`src/rtl/loader_pkg.sv`:
```
// Shared constants for the instruction-memory loader: state encoding, byte width,
// header limit and the B0 high-bit mask helper.
package loader_pkg;

  localparam int unsigned BYTE_W  = 8;
  localparam int unsigned STATE_W = 3;
  localparam int unsigned HDR_MAX = 32;

  localparam logic [STATE_W-1:0] IDLE = 3'd0;
  localparam logic [STATE_W-1:0] HDR  = 3'd1;
  localparam logic [STATE_W-1:0] B0   = 3'd2;
  localparam logic [STATE_W-1:0] B1   = 3'd3;
  localparam logic [STATE_W-1:0] B2   = 3'd4;
  localparam logic [STATE_W-1:0] WR   = 3'd5;
  localparam logic [STATE_W-1:0] DONE = 3'd6;
  localparam logic [STATE_W-1:0] ERR  = 3'd7;

  // Bits of the first word byte that lie above word[CODE_W-1:16].
  function automatic logic [BYTE_W-1:0] b0_hi_mask(input int unsigned code_w);
    return BYTE_W'({BYTE_W{1'b1}} << (code_w - 16));
  endfunction

endpackage

```
`src/rtl/program_loader_if.sv`:
```
// Byte-stream input, instruction-RAM write port and status for the program loader.
interface program_loader_if
  import loader_pkg::*;
#(
  parameter int unsigned CODE_W = 23,
  parameter int unsigned ADDR_W = 5
) ();

  logic              start;
  logic              in_valid;
  logic [BYTE_W-1:0] in_data;
  logic              in_ready;
  logic              mem_we;
  logic [ADDR_W-1:0] mem_addr;
  logic [CODE_W-1:0] mem_wdata;
  logic              proc_hold;
  logic              done;
  logic              error;

  modport master (
    output start, in_valid, in_data,
    input  in_ready, mem_we, mem_addr, mem_wdata, proc_hold, done, error
  );

  modport slave (
    input  start, in_valid, in_data,
    output in_ready, mem_we, mem_addr, mem_wdata, proc_hold, done, error
  );

endinterface

```
`src/rtl/word_assembler.sv`:
```
// Byte shift register building a CODE_W code word, plus the B0 high-bit violation flag.
module word_assembler
  import loader_pkg::*;
#(
  parameter int unsigned CODE_W = 23
) (
  input  logic              clk,
  input  logic              reset,
  input  logic              i_clr,
  input  logic              i_load,
  input  logic [BYTE_W-1:0] i_byte,
  output logic [CODE_W-1:0] o_word_next,
  output logic              o_b0_viol
);

  localparam logic [BYTE_W-1:0] HI_MASK = b0_hi_mask(CODE_W);

  logic [CODE_W-1:0] r_sr;

  // Word as it will be once i_byte is shifted in; bits above CODE_W fall off.
  assign o_word_next = CODE_W'({r_sr, i_byte});
  assign o_b0_viol   = |(i_byte & HI_MASK);

  always_ff @(posedge clk) begin
    if (reset || i_clr) begin
      r_sr <= '0;
    end else if (i_load) begin
      r_sr <= o_word_next;
    end
  end

endmodule

```
`src/rtl/program_loader.sv`:
```
// Loads a header-prefixed byte stream into the instruction RAM while holding the
// processor stalled; reports done or error.
module program_loader
  import loader_pkg::*;
#(
  parameter int unsigned CODE_W = 23,
  parameter int unsigned ADDR_W = 5,
  parameter int unsigned DEPTH  = HDR_MAX
) (
  input  logic             clk,
  input  logic             reset,
  program_loader_if.slave  bus
);

  localparam int unsigned CNT_W = ADDR_W + 1;

  logic [STATE_W-1:0] r_state;
  logic [STATE_W-1:0] w_state_next;
  logic [CNT_W-1:0]   r_n;
  logic [CNT_W-1:0]   r_idx;
  logic [CNT_W-1:0]   w_idx_inc;
  logic [ADDR_W-1:0]  r_mem_addr;
  logic [CODE_W-1:0]  r_mem_wdata;
  logic [CODE_W-1:0]  w_word_next;
  logic               w_byte_st;
  logic               w_xfer;
  logic               w_hdr_bad;
  logic               w_b0_viol;
  logic               w_start_ok;
  logic               w_asm_load;
  logic               w_in_ready;
  logic               w_mem_we;
  logic               w_proc_hold;
  logic               w_done;
  logic               w_error;

  assign w_byte_st  = (r_state == HDR) || (r_state == B0) ||
                      (r_state == B1)  || (r_state == B2);
  assign w_xfer     = w_byte_st && bus.in_valid;
  assign w_hdr_bad  = (bus.in_data == '0) || (32'(bus.in_data) > DEPTH);
  assign w_start_ok = bus.start &&
                      ((r_state == IDLE) || (r_state == DONE) || (r_state == ERR));
  assign w_idx_inc  = CNT_W'(r_idx + CNT_W'(1));
  assign w_asm_load = w_xfer && (r_state != HDR);

  word_assembler #(.CODE_W(CODE_W)) u_asm (
    .clk         (clk),
    .reset       (reset),
    .i_clr       (r_state == HDR),
    .i_load      (w_asm_load),
    .i_byte      (bus.in_data),
    .o_word_next (w_word_next),
    .o_b0_viol   (w_b0_viol)
  );

  // State register.
  always_ff @(posedge clk) begin
    if (reset) begin
      r_state <= IDLE;
    end else begin
      r_state <= w_state_next;
    end
  end

  // Next-state logic.
  always_comb begin
    w_state_next = r_state;
    case (r_state)
      IDLE, DONE, ERR: if (w_start_ok)   w_state_next = HDR;
      HDR:             if (bus.in_valid) w_state_next = w_hdr_bad ? ERR : B0;
      B0:              if (bus.in_valid) w_state_next = w_b0_viol ? ERR : B1;
      B1:              if (bus.in_valid) w_state_next = B2;
      B2:              if (bus.in_valid) w_state_next = WR;
      WR:              w_state_next = (w_idx_inc == r_n) ? DONE : B0;
      default:         w_state_next = IDLE;
    endcase
  end

  // Output decode from the registered state.
  always_comb begin
    w_in_ready  = 1'b0;
    w_mem_we    = 1'b0;
    w_proc_hold = 1'b0;
    w_done      = 1'b0;
    w_error     = 1'b0;
    case (r_state)
      HDR, B0, B1, B2: begin
        w_in_ready  = 1'b1;
        w_proc_hold = 1'b1;
      end
      WR: begin
        w_mem_we    = 1'b1;
        w_proc_hold = 1'b1;
      end
      DONE:    w_done  = 1'b1;
      ERR:     w_error = 1'b1;
      default: ;
    endcase
  end

  // Word count, index and write-port registers; address/data are captured with the
  // last byte so they stay stable after the write strobe.
  always_ff @(posedge clk) begin
    if (reset) begin
      r_n         <= '0;
      r_idx       <= '0;
      r_mem_addr  <= '0;
      r_mem_wdata <= '0;
    end else begin
      if ((r_state == HDR) && w_xfer && !w_hdr_bad) begin
        r_n   <= CNT_W'(bus.in_data);
        r_idx <= '0;
      end
      if ((r_state == B2) && w_xfer) begin
        r_mem_addr  <= r_idx[ADDR_W-1:0];
        r_mem_wdata <= w_word_next;
      end
      if (r_state == WR) begin
        r_idx <= w_idx_inc;
      end
    end
  end

  assign bus.in_ready  = w_in_ready;
  assign bus.mem_we    = w_mem_we;
  assign bus.mem_addr  = r_mem_addr;
  assign bus.mem_wdata = r_mem_wdata;
  assign bus.proc_hold = w_proc_hold;
  assign bus.done      = w_done;
  assign bus.error     = w_error;

endmodule

```
`src/flat_wrapper.sv`:
```
// flat-port wrapper written by rule: the top's interface ports become plain ports
module program_loader_flat import loader_pkg::*;
#(
  parameter int unsigned CODE_W = 23,
  parameter int unsigned ADDR_W = 5,
  parameter int unsigned DEPTH  = HDR_MAX
)
  (clk, reset, bus_start, bus_in_valid, bus_in_data, bus_in_ready, bus_mem_we, bus_mem_addr, bus_mem_wdata, bus_proc_hold, bus_done, bus_error);
  program_loader_if #(.CODE_W(CODE_W), .ADDR_W(ADDR_W)) bus_i ();
  input  logic clk;
  input  logic reset;
  input wire logic [$bits(bus_i.start)-1:0] bus_start;
  input wire logic [$bits(bus_i.in_valid)-1:0] bus_in_valid;
  input wire logic [$bits(bus_i.in_data)-1:0] bus_in_data;
  output wire logic [$bits(bus_i.in_ready)-1:0] bus_in_ready;
  output wire logic [$bits(bus_i.mem_we)-1:0] bus_mem_we;
  output wire logic [$bits(bus_i.mem_addr)-1:0] bus_mem_addr;
  output wire logic [$bits(bus_i.mem_wdata)-1:0] bus_mem_wdata;
  output wire logic [$bits(bus_i.proc_hold)-1:0] bus_proc_hold;
  output wire logic [$bits(bus_i.done)-1:0] bus_done;
  output wire logic [$bits(bus_i.error)-1:0] bus_error;
  assign bus_i.start = bus_start;
  assign bus_i.in_valid = bus_in_valid;
  assign bus_i.in_data = bus_in_data;
  assign bus_in_ready = bus_i.in_ready;
  assign bus_mem_we = bus_i.mem_we;
  assign bus_mem_addr = bus_i.mem_addr;
  assign bus_mem_wdata = bus_i.mem_wdata;
  assign bus_proc_hold = bus_i.proc_hold;
  assign bus_done = bus_i.done;
  assign bus_error = bus_i.error;
  program_loader #(.CODE_W(CODE_W), .ADDR_W(ADDR_W), .DEPTH(DEPTH)) u_core (.clk(clk), .reset(reset), .bus(bus_i));
endmodule
```
`config.mk`:
```
export PLATFORM = sky130hd
export DESIGN_NAME = program_loader_flat
export DESIGN_NICKNAME = d
export VERILOG_FILES = /design/src/rtl/loader_pkg.sv /design/src/rtl/program_loader_if.sv /design/src/rtl/word_assembler.sv /design/src/rtl/program_loader.sv /design/src/flat_wrapper.sv
export SDC_FILE = /design/constraint.sdc
export NUM_CORES = 1
export LEC_CHECK = 0
export BUFFER_PORTS_ARGS = -buffer_cell sky130_fd_sc_hd__clkbuf_2
export CAP_MARGIN = 15
export CELL_PAD_IN_SITES_DETAIL_PLACEMENT = 0
export CELL_PAD_IN_SITES_GLOBAL_PLACEMENT = 1
export CORE_ASPECT_RATIO = 1.5
export CORE_MARGIN = 2
export CORE_UTILIZATION = 44
export CTS_CLUSTER_DIAMETER = 150
export DETAILED_ROUTE_END_ITERATION = 6
export PLACE_DENSITY = 0.82
export SETUP_SLACK_MARGIN = 0.4
export SLEW_MARGIN = 25
export SYNTH_ARGS = -nofsm -noshare
export SYNTH_HDL_FRONTEND = slang
export SYNTH_HIERARCHICAL = 1
export SYNTH_SLANG_ARGS = --single-unit
```
`constraint.sdc`:
```
create_clock -name clk -period 6.04 [get_ports clk]
set_input_delay 1.812 -clock clk [delete_from_list [all_inputs] [get_ports clk]]
set_output_delay 1.812 -clock clk [all_outputs]
set_load 0.05 [all_outputs]
```
==> run summary <==
From synthesis to final layout, the design area changed by 12.8%. The clock period could shrink to 3520 ps. The clock passes through at most 2 buffers.

From bottom edge to top edge, the die measures 97.4 um. Adding up every negative setup slack in the final design gives 0 ps. The via count of the first global-routing pass came out at 1,880. Setup repair after global routing left no endpoint under its margin.

CTS placed an instance of clkbuf_8 at the clock tree root. The logs give 0 for the final antenna diode count and 284 MHz for the maximum frequency from static timing analysis. The fraction of the cycle the final worst path needs was 0.582; the average cell area after synthesis was 8.44 um2. The tools report the cell area after placement as 2680 um2. The tool flagged a number of max-cap violations equal to 0. Most frequent standard cell in the layout excluding fill and tap cells: nand2_1. The logs give 3 for the number of H-tree levels and 0 for the number of nets still failing antenna checks after routing. The total number of vias was 2,066.

The tools report the initial core utilization as 0.449. For flop-to-flop paths, the worst setup slack is 3620 ps. The final HPWL from detailed placement was 3.73 mm; the total global routing overflow was 0. Wires add up to 5.35 mm. For the worst setup path, the data required time is 4230 ps.

Leaving out fill and tap cells, the most frequent cells in the layout are nand2_1 (67), dfxtp_1 (58), clkbuf_2 (44). The share of final-layout standard cells stronger than drive strength 1 is 0.199. The layout net count is 341, and the CTS buffer count is 9.

The headroom to the max-slew limit came out at 0.319. For the number of detailed-route iterations in the first pass, the log shows 4. For the routability congestion estimate from global placement, the log shows 0.775. The logs give 44 for the pin count of the biggest net entering global routing and 0.178 for the global-route usage over all layers. The clock arrives with 5.38 ps of skew. After clock tree synthesis, the setup repair step added 0 buffers. The number of cells on the worst reg-to-reg path is 4.

The die covers 6450 um2. The run gives 1710 ps as the arrival time of data at the critical path endpoint. The tools report the clock latency on the worst-skew pair as 330 ps. The hold buffer count at cts came out at 0. The type of the setup path with the least slack is reg2out.

Summed instance area of the synthesized netlist: 2560 um2. Setup violations remaining at the end of the flow were counted as 0. Counting flops and latches in the post-synthesis netlist gives 58. The tools report the number of design rule violations left after detail routing as 0. Counting flops with a built-in enable in the synthesized netlist gives 0. Number of vias per cell: 5.11.

TritonCTS built the clock tree. The logs give 0 for the final count of hold timing violations and 5700 um2 for the area of the core. Counting distinct cell types in the post-synthesis netlist gives 41. Pin placement for this block handled 45 I/O pins.

The run finished with clean final reports. The global-route wire length before repair is 8.83 mm. The category of the worst setup path capture point was an output port. The post-route core utilization is 0.506, and the peak supply drop is 0.167 mV. The cell area after layout was 2880 um2. In this run the horizontal extent of the chip is 66.3 um. For this run, the number of Yosys warnings is 6. The most common flop cell mapped by yosys is dfxtp_1. The first routing iteration left 80 violations. The wire length per cell was 13.2 um. The sequential fraction of the synthesis area is 0.454, and the slew of the pin with the lowest slew margin is 1020 ps. The row count was 34. The number of cells produced by synthesis was 303; the areal power density over the cells was 304 nW/um2. For the post-synth net total, the log shows 316. The proportion of synthesized flip-flops having asynchronous set or reset is 0. The worst setup path is launched from a flip-flop. After clock tree synthesis, the repair step resized 0 gates. The clock-pin slew of the registers on the worst-case setup and hold paths works out to 60 ps. Input and output buffers added on the ports amount to 44. The clock net in this run drives a total of 58 sinks. The number of antenna violations at the first check in global routing is 0.

Counting instances, the worst hold path has a depth of 2. The analysis attributes to cell leakage a power of 1.11 nW. Largest fanout on the critical path: 14.

Worst hold path class: reg2reg. The final max-slew violation count came out at 0.
layer usage:
layer  GRT usage  up-vias  part of all wire
li1            -     1052                 -
met1       0.217      969              0.44
met2       0.285       35              0.51
met3      0.0498       10             0.035
met4      0.0801        0             0.020
met5           0        -                 0
final cells by class:
cell class / count / area [um2]
multi-input combinational: 213 / 1200
clock buffer: 13 / 169
timing repair buffer: 44 / 220
fill: 590 / 2820
clock inverter: 2 / 35.0
tap: 72 / 90.1
inverter: 2 / 7.51
sequential: 58 / 1160
cells in the mapped netlist (all sizes together) (2+ instances only):
cell / n / area [um2]
dfxtp: 58 / 1160
nor3b: 2 / 15.0
nor2: 30 / 113
nand4: 2 / 12.5
a21oi: 36 / 180
nor2b: 3 / 18.8
nor3: 6 / 35.0
a22o: 3 / 26.3
and3: 2 / 12.5
a31oi: 4 / 37.5
o21ai: 3 / 15.0
clkbuf: 12 / 45.0
xor2: 2 / 17.5
nand2: 67 / 251
inv: 2 / 7.51
or2: 2 / 12.5
buf: 18 / 143
xnor2: 7 / 61.3
or3: 3 / 23.8
nand3: 4 / 20.0
and2: 2 / 12.5
o21a: 3 / 22.5
mux2i: 22 / 220
cell families after synthesis:
logic type / Yosys count / synth area share
buffers and inverters: 32 / 0.0763
AND/OR/NAND/NOR: 126 / 0.217
AO/OA/AOI/OAI: 54 / 0.127
flip-flops: 58 / 0.454
multiplexers: 23 / 0.0905
XOR/XNOR: 9 / 0.0308
adder cells (fa/ha/maj): 1 / 0.00489
worst paths after layout:
path | start | end
max | u_core/r_state[0]$_SDFFE_PP0P_ | bus_mem_we
max reg2reg | u_core/r_state[2]$_SDFFE_PP0P_ | u_core/bus.mem_wdata[21]$_SDFFE_PP0P_
min | u_core/bus.mem_wdata[0]$_SDFFE_PP0P_ | u_core/bus.mem_wdata[0]$_SDFFE_PP0P_
min reg2reg | u_core/bus.mem_wdata[0]$_SDFFE_PP0P_ | u_core/bus.mem_wdata[0]$_SDFFE_PP0P_
critical path, stage by stage, from the launching register on:
cell and delay [ps]:
dfxtp_1 560, nor2b_1 220, nand2_1 100, inv_1 180
clkbuf_2 310
per-stage QoR:
step / hold WS, ps / worst slack [ps] / std cells / power, mW
finish: 453 / 2520 / 404 / 0.876
global route: 477 / 2390 / 404 / 0.913
CTS: 457 / 2480 / 404 / 0.886
detailed placement: 447 / 2350 / 389 / 0.521
global placement: 444 / 2370 / 389 / 0.520
floorplan: 431 / 2640 / 303 / 0.507
flip-flops by register name, indices dropped and copies added (netlist names):
| register | count |
|---|---|
| u_core/u_asm/r_sr | 15 |
| u_core/r_idx | 6 |
| u_core/bus.mem_addr | 5 |
| u_core/r_state | 3 |
| u_core/bus.mem_wdata | 23 |
| u_core/r_n | 6 |
where the power goes:
| group | total (mW) | switching (mW) | internal, mW |
|---|---|---|---|
| logic | 0.105 | 0.0708 | 0.0344 |
| registers | 0.406 | 0.0155 | 0.391 |
| clock network | 0.364 | 0.143 | 0.221 |
Power figures use the tool's default switching activity.
